[config.mk]
export PLATFORM = sky130hd
export DESIGN_NAME = serial_magnitude_comparator
export DESIGN_NICKNAME = d
export VERILOG_FILES = /design/src/rtl/serial_magnitude_comparator.sv
export SDC_FILE = /design/constraint.sdc
export NUM_CORES = 1
export LEC_CHECK = 0
export BUFFER_PORTS_ARGS = -buffer_cell sky130_fd_sc_hd__buf_4
export CELL_PAD_IN_SITES_DETAIL_PLACEMENT = 1
export CELL_PAD_IN_SITES_GLOBAL_PLACEMENT = 1
export CORE_AREA = 4 4 42 44
export CTS_BUF_LIST = sky130_fd_sc_hd__clkbuf_8
export CTS_CLUSTER_DIAMETER = 200
export DETAILED_ROUTE_END_ITERATION = 10
export DIE_AREA = 0 0 46 48
export GPL_TIMING_DRIVEN = 0
export PLACE_DENSITY = 0.75
export SYNTH_ARGS = -nofsm -noshare
export SYNTH_HDL_FRONTEND = slang
export SYNTH_SLANG_ARGS = --single-unit
[constraint.sdc]
create_clock -name clk -period 4.6 [get_ports clk]
set_clock_uncertainty 0.1 [all_clocks]
set_input_delay 0.23 -clock clk [delete_from_list [all_inputs] [get_ports clk]]
set_output_delay 0.23 -clock clk [all_outputs]
set_load 0.01 [all_outputs]
[src/rtl/serial_magnitude_comparator.sv]
// Serial MSB-first magnitude comparator fed by per-digit g/e/l results.
// Optional one-hot digit checking: define SERIAL_CMP_ONEHOT_CHECK_EN.
module serial_magnitude_comparator #(
  parameter int DIGITS = 4,
  parameter int CNT_W  = 3
) (
  input  logic             clk,
  input  logic             rst_n,
  input  logic             start,
  input  logic             in_valid,
  input  logic             g_in,
  input  logic             e_in,
  input  logic             l_in,
  output logic             busy,
  output logic             done,
  output logic             gt,
  output logic             eq,
  output logic             lt,
  output logic [CNT_W-1:0] digit_cnt,
  output logic             err
);

  typedef enum logic [1:0] {
    S_IDLE,
    S_CMP,
    S_DONE
  } state_t;

  state_t r_state;
  logic   r_dgt;
  logic   r_dlt;
  logic   r_err;
  logic   w_g;
  logic   w_l;
  logic   w_bad;
  logic   w_ngt;
  logic   w_nlt;
  logic   w_last;

`ifdef SERIAL_CMP_ONEHOT_CHECK_EN
  // A malformed digit is counted but contributes "equal".
  assign w_bad = ~(( g_in & ~e_in & ~l_in) |
                   (~g_in &  e_in & ~l_in) |
                   (~g_in & ~e_in &  l_in));
  assign w_g   = g_in & ~w_bad;
  assign w_l   = l_in & ~w_bad;
  assign err   = r_err;
`else
  logic w_unused_e;
  assign w_unused_e = e_in;
  assign w_bad      = 1'b0;
  assign w_g        = g_in;
  assign w_l        = l_in & ~g_in;
  assign err        = 1'b0;
`endif

  // First non-equal digit wins; later digits cannot override it.
  assign w_ngt  = r_dgt | (~r_dlt & w_g);
  assign w_nlt  = r_dlt | (~r_dgt & w_l);
  assign w_last = (digit_cnt == CNT_W'(DIGITS - 1));

  always_ff @(posedge clk or negedge rst_n) begin
    if (!rst_n) begin
      r_state   <= S_IDLE;
      r_dgt     <= 1'b0;
      r_dlt     <= 1'b0;
      r_err     <= 1'b0;
      busy      <= 1'b0;
      done      <= 1'b0;
      gt        <= 1'b0;
      eq        <= 1'b0;
      lt        <= 1'b0;
      digit_cnt <= '0;
    end else begin
      done <= 1'b0;
      if (start) begin
        r_state   <= S_CMP;
        r_dgt     <= 1'b0;
        r_dlt     <= 1'b0;
        r_err     <= 1'b0;
        busy      <= 1'b1;
        digit_cnt <= '0;
      end else begin
        unique case (r_state)
          S_IDLE: begin
            r_state <= S_IDLE;
          end
          S_CMP: begin
            if (in_valid) begin
              digit_cnt <= digit_cnt + 1'b1;
              r_dgt     <= w_ngt;
              r_dlt     <= w_nlt;
              r_err     <= r_err | w_bad;
              if (w_last) begin
                r_state <= S_DONE;
                busy    <= 1'b0;
                done    <= 1'b1;
                gt      <= w_ngt;
                lt      <= w_nlt;
                eq      <= ~w_ngt & ~w_nlt;
              end
            end
          end
          S_DONE: begin
            r_state <= S_IDLE;
          end
          default: begin
            r_state <= S_IDLE;
            busy    <= 1'b0;
          end
        endcase
      end
    end
  end

endmodule

# == Word-level counts from Yosys, hierarchy flattened ==
# Index checks and enable logic that the tools add are counted.
# totals
reg_bits,12
latch_bits,0
mem_bits_rw,0
rom_bits,0
inputBits,7
out_inout_bits,9
wordCells,57
memories,0
# op_classes
addsub,1
n_mul,0
div_mod_pow,0
n_lt_le_gt_ge,0
eq_ne,6
shift,0
mux,21
bitwise,12
n_reduce_logical,8
# ops
op,n
$mux 1,13
$mux 3,3
$mux 2,4
$ne 3x3->1 const B,2
$not 1->1,6
$and 1x1->1,4
$reduce_and 2->1,2
$reduce_and 4->1,1
$reduce_bool 2->1,2
$add 3x1->3 const B,1
$eq 3x2->1 const B,1
$reduce_and 3->1,1
$eq 2x1->1 const B,1
$eq 2x2->1 const B,1
$logic_not 2->1,1
$ne 2x1->1 const B,1
$or 1x1->1,2
$pmux 1 s2,1
$reduce_or 2->1,1

# == Longest topological paths before layout ==
# depth
word_depth,7
depth_mapped,5

# == Least setup slack after synthesis ==
# Ideal clock, no wire load.
# synth_path
kind,flip-flop to flip-flop
start,register digit_cnt[0]
end,register eq
arrival_ns,1.375
t_required_ns,4.375
slack_ns,3.000
stages_incl_launch_ff,6
path_buffers,1
period_less_slack_ns,1.600
cell_sequence,dfrtp_1 > ha_1 > ha_1 > and3b_1 > buf_6 > mux2_4
# synth_between
elab_chain_cells,2
# synth_lines
item,line,text
start: declaration,19,"output logic [CNT_W-1:0] digit_cnt,"
start signal: assignment,90,digit_cnt <= digit_cnt + 1'b1;
$eq 3x2->1,60,assign w_last = (digit_cnt == CNT_W'(DIGITS - 1));
$reduce_and 4->1 (no source line),--,
end signal: assignment,100,eq <= ~w_ngt & ~w_nlt;
end: declaration,17,"output logic eq,"
# Every way passes these cells.
# A chain may end at the register's enable or synchronous reset.

# == Worst setup path in the final report ==
# Same ends and word-level chain as after synthesis.

==> results.md <==
- Status: finished, final reports clean
- RD Place Congestion: 0.702
- Non-filler cells, final: 80
- PortBufs: 12
- Hold Path Origin: g_in
- Syn_area_per_cell: 11.4 um2
- Delay-heaviest family, CP: adder cells
- # placed instances: 76
- Largest net degree at the start of global routing: 13
- Height of the chip: 48 um
- Worst Setup Path Type: register to register
- Crit path max-delay cell type: dfrtp_1
- Routed len/inst: 14.9 um
- Post-Synth XOR/XNOR Area: 1.60%
- Post-layout nets: 75
- Fin. Hold Viols: 0
- Iter 0 DRT Violations: 6
- Vias after detailed routing: 390
- Mapped Area: 547 um2
- Top sig layer: met4
- Max-slew violations: 0
- CP dominant cell by count: ha_1
- Num Clock Sinks: 12
- Total GRT Usage: 13.3%
- Vias in the first global route: 417
- Share of cells above drive strength 1: 32.8%
- Antenna Violating Nets Remaining: 0
- Peak VDD IR: 0.196 mV
- WL met2: 658 um
- CP endpoint kind: register
- Diodes inserted: 0
- Initial antenna violation count: 0
- Clk root buf: clkbuf_8
- Power Dens Cells: 367 mW/mm2
- Post-CTS setup buffer count: 0
- Worst hold path class: input port to register
- First-pass GRT wire length: 1880 um
- Mux cell area share after synthesis: 8.24%
- Pleak: 0.357 nW
- Die width: 46 um
- Simple-gate share of the synthesized area: 11.2%
- Skew-Pair Late Insertion Delay: 0.24 ns
- Total global routing overflow: 0
- First-pass detailed-route iteration total: 2
- Sum of routed wire segments on met1: 458 um
- Hold_buf cts: 1
- Mapped Cells: 48
- # setup viols final: 0
- Syn-to-layout area delta: 29.5%
- Cell Chain, Critical Path: ha_1, ha_1, and3b_1, buf_6, mux2_4
- Initial Util: 38.1%
- Clk slew on worst S/H paths: 0.05 ns
- Worst Setup Start Kind: register
- Complex-gate fraction of the synthesized area: 8.47%
- Required @ worst endpoint: 4.62 ns
- Period utilization: 35.5%
- Metal3 WL: 42 um
- Min Tclk post-route: 1.63 ns
- Core area: 0.00144 mm2
- Worst r2r src: digit_cnt[0]$_DFFE_PN0P_
- Worst-path maximum fanout: 4
- Clock buffer depth: 2
- Yosys warning total: 0
- Register area share after synthesis: 54.9%
- Fmax: 613 MHz
- Arr. time, crit path: 1.65 ns
- DRC Markers: 0
- Worst setup startpoint: digit_cnt[0]$_DFFE_PN0P_
- Net Count, Synth: 57
- Worst path max stage delay: 0.40 ns
- Largest family of logic cells by synthesized area: simple AND/OR/NAND/NOR gates
- Num ports: 16
- MaxCap Viol Count: 0
- Full die area: 0.00221 mm2
- Routed wire length: 1190 um
- Post-synthesis register bit count: 12
- CTS buffer count: 3
- TritonCTS clock tree: yes
- Bufs and invs on worst path: 1
- Vias per cell: 4.88
- Unrepaired setup endpoints after global routing: no
- Fin Setup TNS: 0 ns
- Adder-cell share of the synthesized area: 4.58%
- H-tree levels: 1
- Cell row count: 14
- Count of cells resized by post-cts repair: 0
- Unique masters post-synth: 21
- Dpl hpwl: 883 um
-- synthesized netlist by cell type --
| library cell | count | area (um2) |
|---|---|---|
| mux2_4 | 1 | 15.0 |
| a21oi_1 | 3 | 15.0 |
| conb_1 | 1 | 3.75 |
| nor4_1 | 1 | 6.26 |
| buf_4 | 1 | 7.51 |
| nor2_1 | 5 | 18.8 |
| ha_1 | 2 | 25.0 |
| nand2_1 | 1 | 3.75 |
| a31o_2 | 1 | 8.76 |
| xnor2_1 | 1 | 8.76 |
| a31oi_1 | 1 | 6.26 |
| o22a_1 | 1 | 8.76 |
| inv_1 | 6 | 22.5 |
| and3b_2 | 1 | 10.0 |
| a211oi_1 | 1 | 7.51 |
| nand3_1 | 1 | 5.00 |
| and3b_1 | 2 | 17.5 |
| dfrtp_1 | 12 | 300 |
| clkbuf_1 | 1 | 3.75 |
| buf_6 | 2 | 22.5 |
| mux2i_1 | 3 | 30.0 |
-- final cells by class --
class | instances | area (um2)
Fill cell | 168 | 728
Sequential cell | 12 | 300
Multi-Input combinational cell | 26 | 190
Timing Repair Buffer | 13 | 100
Clock buffer | 3 | 41.3
Buffer | 4 | 33.8
Inverter | 6 | 22.5
Tap cell | 16 | 20.0
-- final timing paths --
check                      slack [ns]  depth (start not counted)           endpoint
max reg2reg                      2.97                          5     eq$_DFFE_PN0P_
max                              2.97                          5     eq$_DFFE_PN0P_
max in group asynchronous        3.97                          2  r_dgt$_DFFE_PN0P_
min in group asynchronous        0.27                          2     done$_DFF_PN0_
min reg2reg                      0.42                          2     lt$_DFFE_PN0P_
min                              0.18                          3  r_dgt$_DFFE_PN0P_
-- tightest hold or removal path: stages --
cell	delay [ns]
buf_4	0.10
a31oi_1	0.07
nor2_1	0.08
-- per-layer routing --
| layer | global-route usage [%] | vias up |
|---|---|---|
| li1 | - | 187 |
| met1 | 13.9 | 189 |
| met2 | 22.8 | 11 |
| met3 | 3.38 | 3 |
| met4 | 10.2 | 0 |
| met5 | 0 | - |
-- cell families (layout without fill, tap and decap cells) --
logic type | Yosys count | after routing
XOR/XNOR | 1 | 1
flip-flops | 12 | 12
AND/OR/NAND/NOR | 11 | 11
buffers and inverters | 10 | 26
multiplexers | 4 | 4
adder cells (fa/ha/maj) | 2 | 2
other | 1 | 1
AO/OA/AOI/OAI | 7 | 7
-- sequential cells by signal (all words and copies together), names as in the netlist --
| register | count |
|---|---|
| digit_cnt | 3 |
| done | 1 |
| r_state | 2 |
| lt | 1 |
| eq | 1 |
| busy | 1 |
| r_dgt | 1 |
| r_dlt | 1 |
| gt | 1 |
-- through the flow --
step | power [mW] | area [um2] | hold WS, ns | setup slack (ns) | util, %
2_1_floorplan | 0.145 | 547 | -0.166 | 3.00 | -
3_3_place_gp | 0.165 | 657 | -0.0223 | 2.99 | 45.7
3_5_place_dp | 0.167 | 657 | -0.0211 | 2.96 | 45.7
4_1_cts | 0.264 | 708 | 0.176 | 2.95 | 49.3
5_1_grt | 0.274 | 708 | 0.199 | 2.94 | 49.3
6_report | 0.260 | 708 | 0.177 | 2.97 | 49.3
-- cell usage in the layout, fill, tap and decap left out, drive strengths merged --
cell type / instances
nand3: 1
xnor2: 1
nand2: 1
conb: 1
dfrtp: 12
ha: 2
and3b: 3
a31oi: 1
buf: 15
mux2i: 3
a31o: 1
inv: 6
dlygate4sd3: 1
clkbuf: 4
a211oi: 1
mux2: 1
nor2: 5
nor4: 1
a21oi: 3
o22a: 1
-- report_power, final --
group,total (mW),leakage (nW),switching (mW),internal [mW]
registers,0.122,0.145,0.00659,0.115
logic,0.0444,0.191,0.0212,0.0233
clock network,0.0936,0.0216,0.0361,0.0575
(Power assumes the default switching activity.)
